## config.mk

```make
export PLATFORM = sky130hd
export DESIGN_NAME = fetch_queue
export DESIGN_NICKNAME = d
export VERILOG_FILES = /design/src/rtl/fetch_queue.sv
export SDC_FILE = /design/constraint.sdc
export NUM_CORES = 1
export LEC_CHECK = 0
export CORE_MARGIN = 1
export CORE_UTILIZATION = 60
export CTS_CLUSTER_DIAMETER = 40
export DETAILED_ROUTE_END_ITERATION = 6
export PLACE_DENSITY = 0.85
export SLEW_MARGIN = 20
export SYNTH_ARGS = -nofsm -noshare
export SYNTH_HDL_FRONTEND = slang
export SYNTH_SLANG_ARGS = --single-unit
```

## constraint.sdc

```tcl
create_clock -name clk -period 5.2 [get_ports clk]
set_clock_uncertainty 0.1 [all_clocks]
set_input_delay 0.52 -clock clk [delete_from_list [all_inputs] [get_ports clk]]
set_output_delay 0.52 -clock clk [all_outputs]
set_load 0.02 [all_outputs]
```

## src/rtl/fetch_queue.sv

```systemverilog
// Dual-lane instruction fetch stage: owns the fetch PCs, issues one synchronous
// read per lane per cycle and queues returned words with their PCs for decode.

module FetchLane #(
    parameter int DEPTH  = 4,
    parameter int ADDR_W = 32,
    parameter int BASE   = 0
) (
    input  logic              clk,
    input  logic              rst,
    input  logic              active,
    input  logic              redir,
    input  logic [ADDR_W-1:0] redirPc,
    output logic              memEn,
    output logic [ADDR_W-1:0] memAddr,
    input  logic [31:0]       memDout,
    output logic              instrValid,
    output logic [31:0]       instr,
    output logic [ADDR_W-1:0] instrPc,
    input  logic              instrReady
);

    localparam int PTR_W = $clog2(DEPTH);
    localparam int CNT_W = PTR_W + 1;

    logic [ADDR_W-1:0] fpc;
    logic [ADDR_W-1:0] infPc;
    logic              inf;
    logic [PTR_W-1:0]  rdPtr;
    logic [PTR_W-1:0]  wrPtr;
    logic [CNT_W-1:0]  count;
    logic [31:0]       dataMem [DEPTH];
    logic [ADDR_W-1:0] pcMem [DEPTH];

    logic              flush;
    logic              pop;
    logic              push;
    logic [CNT_W:0]    occupancy;

    // Issue only when a FIFO slot is guaranteed for the returning word, so the
    // queue can never overflow; an inactive lane behaves as a permanent flush.
    always_comb begin
        flush      = redir || !active;
        instrValid = (count != '0);
        pop        = instrValid && instrReady;
        push       = inf && !flush;
        occupancy  = {1'b0, count} + (CNT_W+1)'(inf) - (CNT_W+1)'(pop);
        memEn      = active && !rst && !redir && (occupancy < (CNT_W+1)'(DEPTH));
        memAddr    = fpc + ADDR_W'(BASE);
        instr      = instrValid ? dataMem[rdPtr] : '0;
        instrPc    = instrValid ? pcMem[rdPtr] : '0;
    end

    always_ff @(posedge clk) begin
        if (rst) begin
            fpc   <= '0;
            infPc <= '0;
            inf   <= 1'b0;
            rdPtr <= '0;
            wrPtr <= '0;
            count <= '0;
        end else if (flush) begin
            inf   <= 1'b0;
            rdPtr <= '0;
            wrPtr <= '0;
            count <= '0;
            if (redir) begin
                fpc <= redirPc;
            end
        end else begin
            inf <= memEn;
            if (memEn) begin
                infPc <= fpc;
                fpc   <= fpc + ADDR_W'(1);
            end
            if (push) begin
                wrPtr <= wrPtr + PTR_W'(1);
            end
            if (pop) begin
                rdPtr <= rdPtr + PTR_W'(1);
            end
            count <= count + CNT_W'(push) - CNT_W'(pop);
        end
    end

    // Payload storage carries no reset; outputs are masked by instrValid.
    always_ff @(posedge clk) begin
        if (!rst && push) begin
            dataMem[wrPtr] <= memDout;
            pcMem[wrPtr]   <= infPc;
        end
    end

endmodule

module fetch_queue #(
    parameter int DEPTH       = 4,
    parameter int ADDR_W      = 32,
    parameter int LANE_B_BASE = 512
) (
    input  logic              clk,
    input  logic              rst,
    input  logic              mode,
    output logic              imem_en_a,
    output logic [ADDR_W-1:0] imem_addr_a,
    input  logic [31:0]       imem_dout_a,
    output logic              imem_en_b,
    output logic [ADDR_W-1:0] imem_addr_b,
    input  logic [31:0]       imem_dout_b,
    input  logic              redir_a,
    input  logic              redir_b,
    input  logic [ADDR_W-1:0] redir_pc_a,
    input  logic [ADDR_W-1:0] redir_pc_b,
    output logic              instr_valid_a,
    output logic              instr_valid_b,
    output logic [31:0]       instr_a,
    output logic [31:0]       instr_b,
    output logic [ADDR_W-1:0] instr_pc_a,
    output logic [ADDR_W-1:0] instr_pc_b,
    input  logic              instr_ready_a,
    input  logic              instr_ready_b
);

    logic              modeQ;
    logic              modeChange;
    logic              laneBActive;
    logic              redirA;
    logic              redirB;
    logic [ADDR_W-1:0] redirPcA;
    logic [ADDR_W-1:0] redirPcB;

    always_ff @(posedge clk) begin
        modeQ <= mode;
    end

    // A mode switch restarts both lanes from PC 0 as if both were redirected.
    always_comb begin
        modeChange  = (mode != modeQ);
        laneBActive = !mode;
        redirA      = redir_a || modeChange;
        redirB      = (laneBActive && redir_b) || modeChange;
        redirPcA    = modeChange ? '0 : redir_pc_a;
        redirPcB    = modeChange ? '0 : redir_pc_b;
    end

    FetchLane #(
        .DEPTH (DEPTH),
        .ADDR_W(ADDR_W),
        .BASE  (0)
    ) laneA (
        .clk       (clk),
        .rst       (rst),
        .active    (1'b1),
        .redir     (redirA),
        .redirPc   (redirPcA),
        .memEn     (imem_en_a),
        .memAddr   (imem_addr_a),
        .memDout   (imem_dout_a),
        .instrValid(instr_valid_a),
        .instr     (instr_a),
        .instrPc   (instr_pc_a),
        .instrReady(instr_ready_a)
    );

    FetchLane #(
        .DEPTH (DEPTH),
        .ADDR_W(ADDR_W),
        .BASE  (LANE_B_BASE)
    ) laneB (
        .clk       (clk),
        .rst       (rst),
        .active    (laneBActive),
        .redir     (redirB),
        .redirPc   (redirPcB),
        .memEn     (imem_en_b),
        .memAddr   (imem_addr_b),
        .memDout   (imem_dout_b),
        .instrValid(instr_valid_b),
        .instr     (instr_b),
        .instrPc   (instr_pc_b),
        .instrReady(instr_ready_b)
    );

endmodule

```

==> flow_metrics.env <==
export IMPL_die_w_um=214
export IMPL_htreeDepth=3
export IMPL_total_power_w=0.0116
export IMPL_layout_drive_gt1_share_pct=14.9
export IMPL_die_area_um2=45800
export IMPL_ctsResizeCount=0
export IMPL_cp_end_kind="primary output"
export IMPL_ant_nets=0
export IMPL_cts_buffers=75
export IMPL_grt_overflow=0
export IMPL_p_leak_nw=10.7
export IMPL_maxCapViolations=0
export IMPL_grt_max_degree=68
export IMPL_rsz0062_at_grt="false"
export IMPL_synth_fp_nets=1967
export IMPL_outcome="finished clean"
export IMPL_post_route_min_period_ns=4.54
export IMPL_grt_usage_pct=29.0
export IMPL_max_slew_margin_pct=26.5
export IMPL_synth_avg_cell_area_um2=14.9
export IMPL_hold_depth=2
export IMPL_vias=17000
export IMPL_synth_edf_count=512
export IMPL_start_util_pct=60.9
export IMPL_yosys_top_cells_area="edfxtp_1 (57%), dfxtp_1 (11%), mux4_2 (11%)"
export IMPL_critPathArrivalTime_ns=3.92
export IMPL_clk_latency_ns=0.59
export IMPL_place_congestion=0.918
export IMPL_fin_hold_ws_ns=0.174
export IMPL_yosysMostFrequentCell="edfxtp_1"
export IMPL_syn_area_um2=26900
export IMPL_power_density_nw_per_um2=349
export IMPL_synth_cell_types=66
export IMPL_multi_input_area_um2=7940
export IMPL_io_pins=331
export IMPL_grt_pass1_wl_um=102000
export IMPL_required_ns=4.58
export IMPL_drt_initial_drc_count=1851
export IMPL_synthFlopType="edfxtp_1"
export IMPL_row_count=77
export IMPL_cts_tree="yes"
export IMPL_drt_first_pass_iters=5
export IMPL_port_buffers=330
export IMPL_final_hold_violation_count=0
export IMPL_drc=0
export IMPL_cts_hold_buf=0
export IMPL_timing_fmax_mhz=220
export IMPL_async_flop_share_pct=0
export IMPL_grt_pass1_vias=17100
export IMPL_core_area_um2=44200
export IMPL_cts_setup_buffers=0
export IMPL_ys_ff_latch=661
export IMPL_clk_path_buf_depth=3
export IMPL_fillCellCount=2525
export IMPL_tightest_slew_ns=1.09
export IMPL_layout_nets=2273
export IMPL_regArea_um2=18400
export IMPL_finalSetupTns_ns=0
export IMPL_wl_per_cell_um=23.8
export IMPL_yosysSeqAreaShare_pct=68.1
export IMPL_setup_slack_ns=0.655
export IMPL_path_class="reg2out"
export IMPL_cts_sinks=661
export IMPL_cts_root_buf="clkbuf_16"
export IMPL_max_vdd_ir_drop_v=0.000241
export IMPL_dp_slack_ns=0.827
export IMPL_synthToLayoutAreaGrowth_pct=23.8
export IMPL_slew_violations=0
export IMPL_die_y_um=214
export IMPL_wl_um=66100
export IMPL_fin_crit_sh_pct=87.4
export IMPL_clk_pin_slew_ns=0.06
export IMPL_dp_hpwl_um=41300
export IMPL_setup_violations=0
export IMPL_cpPeakStageDelay_ns=0.73
export IMPL_crit_fanout=33
export IMPL_crit_slowest_cell="clkdlybuf4s50_1"
export IMPL_r2r_cells=12
export IMPL_path_cells="inv_1, nand3_2, nand2_1, or2_2, ha_1, nor4b_1, o21a_1, a311oi_2, nand2b_1, inv_2, clkdlybuf4s50_1"
export IMPL_synth_area_leader_cell="edfxtp_1"
export IMPL_synth_top_area_share_pct=57.1
export IMPL_start_kind="flop"
export IMPL_synth_warnings=0
export IMPL_hold_class="in2reg"
export IMPL_synthTopCellsByCount="edfxtp_1 (512), nand2_1 (211), dfxtp_1 (149)"
export IMPL_vias_per_cell=6.13
export IMPL_antenna_found_initial=2
export IMPL_syn_inst=1813
## cell usage in the layout (no fill, tap or decap), types with 7 or more instances in the layout
| cell type | synthesis | routed |
|---|---|---|
| edfxtp_1 | 512 | 512 |
| clkdlybuf4s50_1 | 0 | 329 |
| nand2_1 | 211 | 211 |
| dfxtp_1 | 149 | 145 |
| and2_1 | 135 | 135 |
| mux4_2 | 128 | 128 |
| a21oi_1 | 107 | 107 |
| clkbuf_16 | 0 | 76 |
| nor2_1 | 64 | 62 |
| nor3_1 | 45 | 44 |
| nand3_1 | 40 | 38 |
| xnor2_1 | 36 | 36 |
| o21ai_0 | 33 | 33 |
| xor2_1 | 25 | 25 |
| buf_4 | 11 | 25 |
| inv_1 | 22 | 22 |
| a221oi_1 | 22 | 22 |
| nand4_1 | 18 | 18 |
| ha_1 | 17 | 17 |
| inv_6 | 0 | 15 |
| and3_1 | 20 | 12 |
| bufinv_16 | 0 | 9 |
| and3_2 | 0 | 8 |
| clkinv_1 | 0 | 8 |
| clkbuf_1 | 87 | 8 |
| buf_12 | 0 | 8 |
| nor4_1 | 7 | 7 |
| clkinvlp_4 | 0 | 7 |
## worst paths after layout
path,from,end,slack (ns)
max,laneA.count[1],imem_en_a,0.66
min,rst,laneA.infPc[25],0.17
max reg2reg,laneA.count[1],laneA.fpc[9],1.51
min reg2reg,laneA.infPc[7],laneA.pcMem[2][7],0.39
## registers in the layout (all words and copies together) (netlist names), 3 cells and up, named ones only
name           flops
laneA.fpc         32
laneB.fpc         32
laneA.infPc       32
laneA.dataMem    128
laneA.count        3
laneB.pcMem      128
laneB.dataMem    128
laneB.infPc       32
laneA.pcMem      128
laneB.count        3
## layout make-up
cell class                 count  area share (%)
antenna                        2          0.0150
clock buffer                  85            5.83
clock inverter                55            1.85
inverter                      24           0.278
multi-input combinational    995            23.8
sequential                   661            55.1
tap                          592            2.22
timing repair buffer         362            10.9
## critical path, delay by kind of cell (launching register included)
family | cells | cell delay, ns
buffers and inverters | 3 | 1.34
and+or+nand+nor | 5 | 1.14
DFF | 1 | 0.36
AOI/OAI and AO/OA | 2 | 0.27
adders and majority gates | 1 | 0.23
## logic make-up (layout without fill, tap and decap cells)
logic type	count (synthesis)	in the layout	share of synthesized area (%)
AOI/OAI and AO/OA	213	213	4.97
xor gates and xnor gates	61	61	1.98
adders and majority gates	19	19	0.938
buffers and inverters	157	526	2.52
DFF	661	661	68.1
muxes	134	134	11.0
other	0	2	0
and+or+nand+nor	568	568	10.5
## metrics by stage
step                std cells  cell area (um^2)  util, %
floorplan                1813             26900        -
CTS                      2774             33300     75.4
global route             2776             33300     75.4
global placement         2634             30800     69.6
finish                   2776             33300     75.4
detailed placement       2634             30800     69.6
## routing by layer
layer,wire length (um),GRT usage (%)
met2,32600,46.8
met3,5080,5.26
met4,1930,10.6
met1,26500,40.0
met5,0,0
## where the power goes
group	internal, W	switching (W)	total, W	leakage [nW]
Sequential	0.00569	0.0000821	0.00578	5.82
Clock	0.00320	0.00216	0.00536	1.24
Combinational	0.000227	0.000257	0.000484	3.62
Total	0.00913	0.00250	0.0116	10.7
(Power assumes the default switching activity.)
